<file path="src/rtl/mux_scan_sequencer_if.sv">
// mux_scan_sequencer_if
//   Bundles the command, mux-side and result signals of mux_scan_sequencer.
//   Macro MUX_SCAN_AUTO_EN adds the auto_mode request line.
//   Signals:
//     start    requester -> sequencer  request a scan
//     abort    requester -> sequencer  cancel a scan in progress
//     auto_mode requester -> sequencer restart from DONE (MUX_SCAN_AUTO_EN only)
//     ch_mask  requester -> sequencer  per-channel enable, latched on accept
//     s_out    sequencer -> mux        channel select
//     y_in     mux -> sequencer        selected bit
//     busy     sequencer -> requester  scan in progress
//     done     sequencer -> requester  one-cycle completion pulse
//     data_out sequencer -> requester  last completed snapshot
//   Modports: master = requester/mux side, slave = the sequencer.
interface mux_scan_sequencer_if #(
    parameter int NUM_CH = 16,
    parameter int SEL_W  = 4
);
    logic              start;
    logic              abort;
`ifdef MUX_SCAN_AUTO_EN
    logic              auto_mode;
`endif
    logic [NUM_CH-1:0] ch_mask;
    logic [SEL_W-1:0]  s_out;
    logic              y_in;
    logic              busy;
    logic              done;
    logic [NUM_CH-1:0] data_out;

    modport master (
        output start,
        output abort,
`ifdef MUX_SCAN_AUTO_EN
        output auto_mode,
`endif
        output ch_mask,
        input  s_out,
        output y_in,
        input  busy,
        input  done,
        input  data_out
    );

    modport slave (
        input  start,
        input  abort,
`ifdef MUX_SCAN_AUTO_EN
        input  auto_mode,
`endif
        input  ch_mask,
        output s_out,
        input  y_in,
        output busy,
        output done,
        output data_out
    );
endinterface

</file>
<file path="src/rtl/mux_scan_sequencer.sv">
// mux_scan_sequencer
//   Steps the select of an external NUM_CH:1 bit mux across the enabled
//   channels, holds each select for SETTLE+1 cycles, samples the mux output
//   on the last of those cycles and publishes the assembled word on done.
//   Optional macro MUX_SCAN_AUTO_EN: bus.auto_mode restarts a scan from DONE
//   with the already latched mask.
//   Ports:
//     clk    rising-edge clock
//     rst_n  asynchronous active-low reset
//     bus    mux_scan_sequencer_if.slave (start/abort/ch_mask in,
//            s_out/busy/done/data_out out, y_in from the mux)
module mux_scan_sequencer #(
    parameter int NUM_CH = 16,
    parameter int SEL_W  = 4,
    parameter int SETTLE = 1
) (
    input logic                 clk,
    input logic                 rst_n,
    mux_scan_sequencer_if.slave bus
);
    localparam int              CNT_W     = 4;
    localparam logic [CNT_W-1:0] SETTLE_LD = CNT_W'(SETTLE);

    typedef enum logic [1:0] {
        S_IDLE = 2'd0,
        S_WAIT = 2'd1,
        S_DONE = 2'd2
    } state_t;

    state_t            state_q, state_d;
    logic [SEL_W-1:0]  ch_q, ch_d;
    logic [CNT_W-1:0]  cnt_q, cnt_d;
    logic [NUM_CH-1:0] mask_q, mask_d;
    logic [NUM_CH-1:0] shadow_q, shadow_d;
    logic [NUM_CH-1:0] data_q, data_d;

    logic [NUM_CH-1:0] first_src;
    logic [SEL_W:0]    first_hit;   // {found, index}
    logic [SEL_W:0]    next_hit;    // {found, index}
    logic [SEL_W:0]    next_lo;
    logic              launch;
    logic              auto_go;

    // Lowest set bit of m at or above lo; MSB of the result flags a hit.
    function automatic logic [SEL_W:0] find_from(input logic [NUM_CH-1:0] m,
                                                 input logic [SEL_W:0]    lo);
        logic [SEL_W:0] r;
        r = '0;
        for (int i = NUM_CH - 1; i >= 0; i--) begin
            if (m[i] && ((SEL_W+1)'(i) >= lo))
                r = {1'b1, SEL_W'(i)};
        end
        return r;
    endfunction

`ifdef MUX_SCAN_AUTO_EN
    assign auto_go = bus.auto_mode & ~bus.abort;
`else
    assign auto_go = 1'b0;
`endif

    // A fresh scan searches the live mask from IDLE, the latched one from DONE.
    assign first_src = (state_q == S_IDLE) ? bus.ch_mask : mask_q;
    assign first_hit = find_from(first_src, '0);
    assign next_lo   = {1'b0, ch_q} + {{SEL_W{1'b0}}, 1'b1};
    assign next_hit  = find_from(mask_q, next_lo);

    always_comb begin
        state_d  = state_q;
        ch_d     = ch_q;
        cnt_d    = cnt_q;
        mask_d   = mask_q;
        shadow_d = shadow_q;
        data_d   = data_q;
        launch   = 1'b0;

        case (state_q)
            S_IDLE: begin
                if (bus.start && !bus.abort) begin
                    launch = 1'b1;
                    mask_d = bus.ch_mask;
                end
            end
            S_WAIT: begin
                if (bus.abort) begin
                    state_d = S_IDLE;
                end else if (cnt_q != '0) begin
                    cnt_d = cnt_q - 1'b1;
                end else begin
                    for (int i = 0; i < NUM_CH; i++) begin
                        if (ch_q == SEL_W'(i))
                            shadow_d[i] = bus.y_in;
                    end
                    if (next_hit[SEL_W]) begin
                        ch_d  = next_hit[SEL_W-1:0];
                        cnt_d = SETTLE_LD;
                    end else begin
                        // Publish including the bit sampled on this same edge.
                        state_d = S_DONE;
                        data_d  = shadow_d;
                    end
                end
            end
            S_DONE: begin
                state_d = S_IDLE;
                if (auto_go)
                    launch = 1'b1;
            end
            default: state_d = S_IDLE;
        endcase

        if (launch) begin
            shadow_d = '0;
            cnt_d    = SETTLE_LD;
            if (first_hit[SEL_W]) begin
                state_d = S_WAIT;
                ch_d    = first_hit[SEL_W-1:0];
            end else begin
                // Empty mask: straight to DONE with an all-zero snapshot.
                state_d = S_DONE;
                data_d  = '0;
            end
        end
    end

    always_ff @(posedge clk or negedge rst_n) begin
        if (!rst_n) begin
            state_q  <= S_IDLE;
            ch_q     <= '0;
            cnt_q    <= '0;
            mask_q   <= '0;
            shadow_q <= '0;
            data_q   <= '0;
        end else begin
            state_q  <= state_d;
            ch_q     <= ch_d;
            cnt_q    <= cnt_d;
            mask_q   <= mask_d;
            shadow_q <= shadow_d;
            data_q   <= data_d;
        end
    end

    assign bus.s_out    = (state_q == S_WAIT) ? ch_q : '0;
    assign bus.busy     = (state_q != S_IDLE);
    assign bus.done     = (state_q == S_DONE);
    assign bus.data_out = data_q;
endmodule

</file>
<file path="src/flat_wrapper.sv">
// flat-port wrapper written by rule: the top's interface ports become plain ports
module mux_scan_sequencer_flat 
#(
    parameter int NUM_CH = 16,
    parameter int SEL_W  = 4,
    parameter int SETTLE = 1
)
  (clk, rst_n, bus_start, bus_abort, bus_ch_mask, bus_s_out, bus_y_in, bus_busy, bus_done, bus_data_out);
  mux_scan_sequencer_if #(.NUM_CH(NUM_CH), .SEL_W(SEL_W)) bus_i ();
  input logic clk;
  input logic rst_n;
  input wire logic [$bits(bus_i.start)-1:0] bus_start;
  input wire logic [$bits(bus_i.abort)-1:0] bus_abort;
  input wire logic [$bits(bus_i.ch_mask)-1:0] bus_ch_mask;
  output wire logic [$bits(bus_i.s_out)-1:0] bus_s_out;
  input wire logic [$bits(bus_i.y_in)-1:0] bus_y_in;
  output wire logic [$bits(bus_i.busy)-1:0] bus_busy;
  output wire logic [$bits(bus_i.done)-1:0] bus_done;
  output wire logic [$bits(bus_i.data_out)-1:0] bus_data_out;
  assign bus_i.start = bus_start;
  assign bus_i.abort = bus_abort;
  assign bus_i.ch_mask = bus_ch_mask;
  assign bus_s_out = bus_i.s_out;
  assign bus_i.y_in = bus_y_in;
  assign bus_busy = bus_i.busy;
  assign bus_done = bus_i.done;
  assign bus_data_out = bus_i.data_out;
  mux_scan_sequencer #(.NUM_CH(NUM_CH), .SEL_W(SEL_W), .SETTLE(SETTLE)) u_core (.clk(clk), .rst_n(rst_n), .bus(bus_i));
endmodule
</file>
<file path="config.mk">
export PLATFORM = sky130hd
export DESIGN_NAME = mux_scan_sequencer_flat
export DESIGN_NICKNAME = d
export VERILOG_FILES = /design/src/rtl/mux_scan_sequencer_if.sv /design/src/rtl/mux_scan_sequencer.sv /design/src/flat_wrapper.sv
export SDC_FILE = /design/constraint.sdc
export NUM_CORES = 1
export LEC_CHECK = 0
export ABC_AREA = 1
export BUFFER_PORTS_ARGS = -buffer_cell sky130_fd_sc_hd__buf_2
export CAP_MARGIN = 10
export CORE_UTILIZATION = 40
export DETAILED_ROUTE_END_ITERATION = 6
export PLACE_DENSITY = 0.67
export SLEW_MARGIN = 25
export SYNTH_ARGS = -nofsm -noshare
export SYNTH_HDL_FRONTEND = slang
export SYNTH_SLANG_ARGS = --single-unit
</file>
<file path="constraint.sdc">
create_clock -name clk -period 7.6 [get_ports clk]
set_clock_uncertainty 0.05 [all_clocks]
set_input_delay 0.38 -clock clk [delete_from_list [all_inputs] [get_ports clk]]
set_output_delay 0.38 -clock clk [all_outputs]
set_load 0.02 [all_outputs]
</file>
# Yosys cells after proc, flatten, opt, wreduce, memory -nomap -nowiden
# Index checks and enable logic that the tools add are counted.
# op_classes
order_cmp	16
eq_ne	22
reduce_logical	28
addsub	2
muxes	79
# ops
cell	n
2-to-1 mux 16 bit	11
2-to-1 mux 5 bit	32
2-to-1 mux 4 bit	12
greater-or-equal comparator 4 x 5 -> 1 bit (first input constant)	8
equality test 4 bit (second input constant)	8
greater-or-equal comparator 3 x 5 -> 1 bit (first input constant)	4
2-to-1 mux 1 bit	18
logical AND 1 bit	17
equality test 4 x 3 -> 1 bit (second input constant)	4
greater-or-equal comparator 1 x 5 -> 1 bit (first input constant)	2
greater-or-equal comparator 2 x 5 -> 1 bit (first input constant)	2
2-to-1 mux 2 bit	5
AND reduction 3 bit	3
equality test 4 x 2 -> 1 bit (second input constant)	2
inequality test 2 x 1 -> 1 bit (second input constant)	3
adder 4 x 1 -> 5 bit (second input constant)	1
equality test 4 x 1 -> 1 bit (second input constant)	1
logical NOT 4 bit	1
inequality test 4 x 3 -> 1 bit (second input constant)	1
inequality test 4 bit (second input constant)	1
case mux 2 bit (2 select lines)	1
nonzero test 2 bit	2
nonzero test 4 bit	1
subtractor 4 x 1 -> 4 bit (second input constant)	1
other kinds (6)	6
# word_totals
register_bits	58
word_cells	153

# Logic depth before layout (Yosys ltp)
# Gate-level depths: netlist of the first run.
# logic_depth
word_depth	25
mapped_depth	26
depth_no_buf	26

# Least setup slack after synthesis of the first run
# Ideal clock, no wire load.
# synth_timing
path_kind	register to register
startpoint	reg u_core.ch_q[0]
endpoint	reg u_core.data_q[0] (netlist: u_core.bus.data_out[0])
t_arrival_ns	2.258
period_less_slack_ns	2.432
path_stages_with_launch	17
setup_slack_ns	5.168
setup_time_ns	0.123
cell_sequence	dfrtp_1 > ha_1 > inv_1 > nand2_1 > nand2_2 > inv_2 > nand2_1 > o211ai_1 > nand2_1 > nor2_1 > inv_1 > nor3_2 > and2_4 > nand2_4 > buf_6 > o21ai_0 > a21oi_1
# synth_between
elab_chain_len	25
# synth_lines
item	line	source
start, declared	mux_scan_sequencer.sv:31	logic [SEL_W-1:0] ch_q, ch_d;
start signal, assigned	mux_scan_sequencer.sv:136	ch_q <= ch_d;
adder 4 x 1 -> 5 bit	mux_scan_sequencer.sv:65	assign next_lo = {1'b0, ch_q} + {{SEL_W{1'b0}}, 1'b1};
greater-or-equal comparator 4 x 5 -> 1 bit	mux_scan_sequencer.sv:50	if (m[i] && ((SEL_W+1)'(i) >= lo))
logical AND 1 bit	mux_scan_sequencer.sv:50	
2-to-1 mux 5 bit (16 in series)	mux_scan_sequencer.sv:50	
2-to-1 mux 16 bit (*)	mux_scan_sequencer.sv:94	if (next_hit[SEL_W]) begin
2-to-1 mux 16 bit (*)	mux_scan_sequencer.sv:87	end else if (cnt_q != '0) begin
2-to-1 mux 16 bit (*)	mux_scan_sequencer.sv:85	if (bus.abort) begin
2-to-1 mux 16 bit (*)	mux_scan_sequencer.sv:77	case (state_q)
2-to-1 mux 16 bit	mux_scan_sequencer.sv:115	if (first_hit[SEL_W]) begin
2-to-1 mux 16 bit (*)	mux_scan_sequencer.sv:112	if (launch) begin
net u_core.data_d[0]	mux_scan_sequencer.sv:35	logic [NUM_CH-1:0] data_q, data_d;
end signal, assigned	mux_scan_sequencer.sv:140	data_q <= data_d;
end, declared	mux_scan_sequencer.sv:35	
# Mark *: on every way through the listed nets, which the timed path passes. The rest lies on a longest branch.
# A chain may end at the register's enable or synchronous reset.

# Worst setup path after layout of the first run
# layout_timing
startpoint	reg u_core.ch_q[0]
endpoint	reg u_core.data_q[6] (netlist: u_core.bus.data_out[6])
# Same word-level chain as after synthesis.

==> results of run 1 <==
-- state kept, by name, summed over array words and instances, names as in the netlist --
name                 cells
u_core.mask_q           16
u_core.bus.data_out     16
u_core.shadow_q         16
u_core.state_q           2
u_core.ch_q              4
u_core.cnt_q             4
-- path summary, 6_finish.rpt --
| path | startpoint | end | cells after the start |
|---|---|---|---|
| worst max-delay path | u_core.ch_q[0] | u_core.bus.data_out[6] | 15 |
| worst min register to register | u_core.bus.data_out[15] | u_core.bus.data_out[15] | 2 |
| min in group clk | bus_ch_mask[7] | u_core.mask_q[7] | 3 |
| max in group asynchronous | rst_n | u_core.mask_q[1] | 2 |
| worst max register to register | u_core.ch_q[0] | u_core.bus.data_out[6] | 15 |
| worst min-delay path | rst_n | u_core.bus.data_out[8] | 2 |
-- through the flow --
step           hold WS, ps  setup WS (ps)
2_1_floorplan         34.4           5170
3_3_place_gp           443           4790
3_5_place_dp           448           4720
4_1_cts                161           4690
5_1_grt                191           4330
6_report               141           4690
-- metal layers --
metal | global-route usage (%) | routed length, µm | up-vias | share of wire, %
met3 | 5.56 | 398 | 10 | 4.6
met5 | 0 | 0 | - | 0
met2 | 30.3 | 3940 | 80 | 46
met4 | 6.08 | 79 | 0 | 0.91
met1 | 26.5 | 4230 | 1533 | 49
li1 | - | - | 1737 | -
-- cell usage in the layout, fill, tap and decap left out, types with 4 or more instances in the layout --
cell type,n
a21oi_1,30
a31oi_1,5
buf_2,42
buf_4,4
clkbuf_8,10
dfrtp_1,58
ha_1,7
inv_1,72
inv_2,6
nand2_1,111
nand2_2,4
nand3_1,18
nor2_1,62
nor3_1,7
o21ai_0,75
o21ai_1,13
-- report_power, final --
group	switching (mW)	internal [mW]
Sequential	0.0899	0.431
Clock	0.128	0.192
Combinational	0.577	0.283
-- cell type report --
type                            count  area [µm²]
Fill cell                         914        4630
Inverter                           79         299
Multi-Input combinational cell    361        1740
Clock buffer                       11         141
Sequential cell                    58        1450
Timing Repair Buffer               46         240
Clock inverter                      5        77.6
Tap cell                          108         135
-- Yosys cell counts, drive strengths merged, types with 2 or more instances --
master / number
a31oi: 5
a21oi: 31
nor3: 9
nor2: 66
o21ai: 90
o22ai: 3
nand2: 116
nand4: 3
ha: 7
nand3: 19
inv: 79
dfrtp: 58
a21boi: 2
buf: 8
clkbuf: 10
-- cell families after synthesis --
family / Yosys count / synth area share, %
AOI/OAI and AO/OA: 137 / 20.3
xor gates and xnor gates: 1 / 0.244
adders and majority gates: 7 / 2.44
buffers and inverters: 97 / 11.3
DFF: 58 / 40.4
and+or+nand+nor: 216 / 25.3
==> Implementation_results.wiki, run 1 <==
{| class="wikitable"
! Metric !! Value
|-
| Count of pins on the block boundary || 43
|-
| Number of sinks driven by the clock tree || 58
|-
| CTS hold repair buffers || 0
|-
| Mapped Avg Cell Area || between 6 and 7 µm²
|-
| Power consumption || between 1.5 and 2 mW
|-
| Post-DR wirelength/cell || around 13 µm
|-
| FFs w/ async S/R, synth || 100%
|-
| Design area || just over 0.004 mm²
|-
| Time the worst path needs with I/O delays and setup || 2910 ps
|-
| Sort of element at the start of the critical path || flop
|-
| Global router's overall resource usage || 19.6%
|-
| Clk slew on worst S/H paths || 70 ps
|-
| Setup Buffers After CTS || 0
|-
| Placer's final routability congestion estimate || around 0.86
|-
| Cell breakdown of the critical path || ha_1 > inv_1 > nand2_1 > nand2_2 > inv_2 > nand2_1 > o211ai_1 > nand2_1 > nor2_1 > inv_1 > nor3_2 > and2_4 > nand2_4 > o21ai_0 > a21oi_1
|-
| Antenna violations before repair || 0
|-
| Count of non-filler cells in the finished layout || between 600 and 700
|-
| Most common cell type on the critical path || nand2_1
|-
| First-iteration detailed-routing DRC count || 123
|-
| Die boundary width || around 97 µm
|-
| Maximum clock frequency || 0.344 GHz
|-
| Required time reported for the critical path endpoint || between 7000 and 8000 ps
|-
| Final setup violation count || 0
|-
| Setup CP Type || flop to flop
|-
| Final nets || about 580
|-
| Cts bufs inserted || 9
|-
| Area of the placeable core || 0.00872 mm²
|-
| Arrival time of data at the critical path endpoint || between 3000 and 4000 ps
|-
| First-pass GRT wire length || between 10 and 15 mm
|-
| Number of antenna-violating nets in the routed design || 0
|-
| Predominant post-synthesis flop cell || dfrtp_1
|-
| Number of hold-slack violations in the final timing report || 0
|-
| Aggregate negative setup slack || 0 ps
|-
| Via count of the first global-routing pass || slightly above 3000
|-
| Max Root-Sink Buffers || 2
|-
| Number of max-cap violations || 0
|-
| Slew margin rel. || 40.4%
|-
| Number of cell rows || 34
|-
| Cell with the biggest individual delay on the critical path || dfrtp_1
|-
| Placed Cells incl. Taps || 652
|-
| Outcome || finished clean
|-
| Power Density || 416 mW/mm²
|-
| Count of buffers inserted at the top-level ports || 42
|-
| Detailed-placement wirelength estimate || between 6 and 7 mm
|-
| Unrepaired setup endpoints after global routing || no
|-
| Vias || 3360
|-
| Die ar. || 0.00937 mm²
|-
| Worst Path Max Fanout || 30
|-
| Layout cells sized above 1 || around 15%
|-
| H-tree depth || 3
|-
| Synth area leader || dfrtp_1
|-
| Detailed Route WL || slightly below 9 mm
|-
| Net Count, Synth || 544
|-
| Worst min-delay path category || primary input to asynchronous set/reset pin
|-
| Combined area of all synthesized cells || between 0.003 and 0.004 mm²
|-
| Proportion of netlist area held by the largest area contributor || between 40 and 50%
|-
| Fraction of the cycle the final worst path needs || 38.3%
|-
| Placed cell area || 0.00387 mm²
|-
| Total buffers and inverters traversed by the critical path || 3
|-
| Seq/Total Area, Yosys || about two fifths
|-
| DR DRC count || 0
|-
| TritonCTS clock tree || built
|-
| Synth-to-Final Area Change || 13.6%
|-
| Synthesis Warnings || 0
|-
| Root Driver || clkbuf_8
|-
| Via-per-instance ratio || 5.03
|-
| Static power due to leakage || ~2.1 nW
|-
| Sum of overflow across all layers after global routing || 0
|-
| Initial Util || 41.2%
|-
| Vert. Die Dim || roughly 97 µm
|-
| Antenna cell count || 0
|-
| Maximum cell stage delay along the critical path || ~540 ps
|-
| Count of different cell masters after synthesis || 37
|-
| Post-Syn Instances || just over 500
|-
| Largest vdd supply drop || around 190 µV
|-
| Number of flops mapped to enable cells by yosys || 0
|-
| Slew of the pin with the lowest slew margin || just under 900 ps
|-
| Total iterations of the first detailed-routing run || 4
|-
| Maximum number of pins on one net before global-route repair || 59
|-
| Synthesized flop and latch total || 58
|-
| Cell family contributing the most delay on the critical path || simple AND/OR/NAND/NOR gates
|-
| Count of pins over their slew limit || 0
|-
| Sort of element at the end of the critical path || flop
|-
| Clock network latency to the later pin of the worst-skew pair || between 300 and 400 ps
|-
| R2R Setup Slk || around 4700 ps
|-
| Count of cells resized by post-cts repair || 0
|-
| Fraction of the core area covered by cells at the end of the flow || 46.9%
|-
| Synth top area cells || dfrtp_1, nand2_1, o21ai_0
|}
Power figures use the tool's default switching activity.
==> run 2: changes to the inputs <==
--- a/config.mk
+++ b/config.mk
@@ -10,7 +10,7 @@
 export CAP_MARGIN = 10
 export CORE_UTILIZATION = 40
 export DETAILED_ROUTE_END_ITERATION = 6
-export PLACE_DENSITY = 0.67
+export PLACE_DENSITY = 0.7
 export SLEW_MARGIN = 25
 export SYNTH_ARGS = -nofsm -noshare
 export SYNTH_HDL_FRONTEND = slang
==> constraint.sdc (replaced) <==
create_clock -name clk -period 2.6 [get_ports clk]
set_clock_uncertainty 0.05 [all_clocks]
set_input_delay 0.13 -clock clk [delete_from_list [all_inputs] [get_ports clk]]
set_output_delay 0.13 -clock clk [all_outputs]
set_load 0.02 [all_outputs]
==> Implementation_results.wiki, run 2 (synthesis results as in run 1) <==
{| class="wikitable"
! Metric !! Value
|-
| Outcome || finished clean
|-
| Die ar. || 0.00937 mm² (unchanged)
|-
| Clock network latency to the later pin of the worst-skew pair || 350 ps (about the same)
|-
| Number of hold-slack violations in the final timing report || 0 (unchanged)
|-
| Final setup violation count || 0 (unchanged)
|-
| Sum of overflow across all layers after global routing || 0 (unchanged)
|-
| Cell breakdown of the critical path || ha_4 > inv_2 > nor2_4 > inv_4 > nand3_4 > inv_4 > nand2_2 > nor2_4 > nand2_1 > a21oi_2 > a21oi_2 > nand2_2 > nor2_1 > and2_4 > nor2_4 > inv_2 > a21oi_1 > a22oi_1
|-
| Cts bufs inserted || 9 (unchanged)
|-
| Via-per-instance ratio || 5.13 (+2.0%)
|-
| Most common cell type on the critical path || nor2_4
|-
| Die boundary width || 96.8 µm (unchanged)
|-
| Slew of the pin with the lowest slew margin || 737 ps (-156 ps)
|-
| Worst min-delay path category || primary input to flop
|-
| Antenna violations before repair || 0 (unchanged)
|-
| Largest vdd supply drop || 488 µV (+150%)
|-
| Cell with the biggest individual delay on the critical path || dfrtp_2
|-
| Maximum number of pins on one net before global-route repair || 59 (unchanged)
|-
| Total iterations of the first detailed-routing run || 5 (+1)
|-
| Vias || 3688 (+9.8%)
|-
| Initial Util || 41.2% (unchanged)
|-
| Final nets || 634 (+8.7%)
|-
| First-iteration detailed-routing DRC count || 207 (+68%)
|-
| Slew margin rel. || 50.9% (+10 points)
|-
| Vert. Die Dim || 96.8 µm (unchanged)
|-
| Time the worst path needs with I/O delays and setup || 2560 ps (-355 ps)
|-
| Required time reported for the critical path endpoint || 2760 ps (-5010 ps)
|-
| Unrepaired setup endpoints after global routing || yes
|-
| Max Root-Sink Buffers || 2 (unchanged)
|-
| Sort of element at the end of the critical path || flop
|-
| Number of cell rows || 34 (unchanged)
|-
| Cell family contributing the most delay on the critical path || simple AND/OR/NAND/NOR gates
|-
| Number of max-cap violations || 0 (unchanged)
|-
| Root Driver || clkbuf_8
|-
| DR DRC count || 0 (unchanged)
|-
| Antenna cell count || 0 (unchanged)
|-
| Arrival time of data at the critical path endpoint || 2720 ps (-360 ps)
|-
| Count of pins on the block boundary || 43 (unchanged)
|-
| Worst setup slack before clock tree synthesis || -85.9 ps (-4810 ps)
|-
| Worst path setup slack after routing || 43.7 ps (-4650 ps)
|-
| Clk slew on worst S/H paths || 70 ps (about the same)
|-
| Number of antenna-violating nets in the routed design || 0 (unchanged)
|-
| Count of pins over their slew limit || 0 (unchanged)
|-
| Maximum cell stage delay along the critical path || 450 ps (-90 ps)
|-
| H-tree depth || 3 (unchanged)
|-
| Layout cells sized above 1 || 24.2% (+9.0 points)
|-
| Placer's final routability congestion estimate || 0.917 (+6.4%)
|-
| Area of the placeable core || 0.00872 mm² (unchanged)
|-
| Via count of the first global-routing pass || 3517 (+13%)
|-
| Power Density || 1210 mW/mm² (+190%)
|-
| Synth-to-Final Area Change || 29.5%
|-
| Static power due to leakage || 2.36 nW (+12%)
|-
| Layout filler cell count || 823 (-10%)
|-
| Sort of element at the start of the critical path || flop
|-
| Total area of multi-input combinational cells || 0.00188 mm² (+7.7%)
|-
| Detailed-placement wirelength estimate || 6.52 mm (+2.7%)
|-
| TritonCTS clock tree || built
|-
| Detailed Route WL || 9.72 mm (+12%)
|-
| First-pass GRT wire length || 15.9 mm (+7.6%)
|-
| Post-DR wirelength/cell || 13.5 µm (+4.4%)
|-
| Setup CP Type || flop to flop
|-
| Maximum clock frequency || 0.391 GHz (+14%)
|-
| Area taken by flip-flops and latches || 0.00146 mm² (+0.35%)
|-
| Worst hold margin || 9.65 ps (-132 ps)
|-
| Fraction of the cycle the final worst path needs || 98.3% (+60 points)
|-
| Number of sinks driven by the clock tree || 58 (unchanged)
|-
| Commonest non-fill, non-tap cell in the layout || nand2_1
|-
| Worst Path Max Fanout || 5 (-83%)
|-
| Total buffers and inverters traversed by the critical path || 4 (+1)
|-
| Global router's overall resource usage || 20.7% (+1.1 points)
|-
| Most frequent cells in the layout || nand2_1, o21ai_0, inv_1
|-
| Count of buffers inserted at the top-level ports || 42 (unchanged)
|-
| R2R Setup Slk || 40 ps (-4650 ps)
|}
==> run 2: cell count changes in the layout (fill, tap and decap cells not counted), sizes merged <==
cell and delta:
clkinv +1, buf +37, clkinvlp -1, dlygate4sd3 +14
==> run 2: area by class of cell <==
cell class	instances	area share, %
Clock buffer	11	2.82
Clock inverter	5	1.69
Inverter	79	6.58
Multi-Input combinational cell	361	40.3
Sequential cell	58	31.3
Tap cell	108	2.90
Timing Repair Buffer	97	14.5
==> run 2: path summary, 6_finish.rpt <==
path / start / endpoint / depth (start not counted)
worst min register to register: u_core.bus.data_out[15] / u_core.bus.data_out[15] / 2
min in group asynchronous: rst_n / u_core.bus.data_out[9] / 3
worst max register to register: u_core.ch_q[1] / u_core.ch_q[3] / 18
worst min-delay path: bus_ch_mask[13] / u_core.mask_q[13] / 3
max in group asynchronous: rst_n / u_core.ch_q[2] / 3
worst max-delay path: u_core.ch_q[1] / u_core.ch_q[3] / 18
==> run 2: per-layer routing <==
layer	vias up	share of wire (%)	GRT usage [%]
met3	25	6.2	5.56
met2	135	48	34.6
li1	1838	-	-
met1	1690	44	26.0
met5	-	0	0
met4	0	2.4	6.54
==> run 2: stage by stage <==
stage          setup TNS [ps]  power (mW)  cell area, µm²  util (%)  instances
4_1_cts                     0        5.20            4380      50.3        702
6_report                    0        5.62            4660      53.4        719
3_3_place_gp                0        4.11            4000      45.9        670
2_1_floorplan               0        3.42            3600         -        516
3_5_place_dp             -737        4.20            4000      45.9        670
5_1_grt                 -1420        6.11            4660      53.4        719
==> run 2: power by group <==
part           switching, mW  internal [mW]  total (mW)  leakage, nW
clock                  0.374          0.538       0.913        0.107
sequential             0.239           1.27        1.51        0.675
combinational           1.98           1.23        3.20         1.58
total                   2.59           3.03        5.62         2.36
==> run 2: tightest hold or removal path, stage by stage <==
cell and delay [ps]:
buf_2 90, inv_1 60, o21ai_0 80
==> run 2: what timing repair did <==
item	CTS	global route
setup buffers	2	17
pin swaps	2	16
gates resized for setup	3	44
hold buffers	14	0
setup endpoints to repair	18	26
hold endpoints to repair	71	0
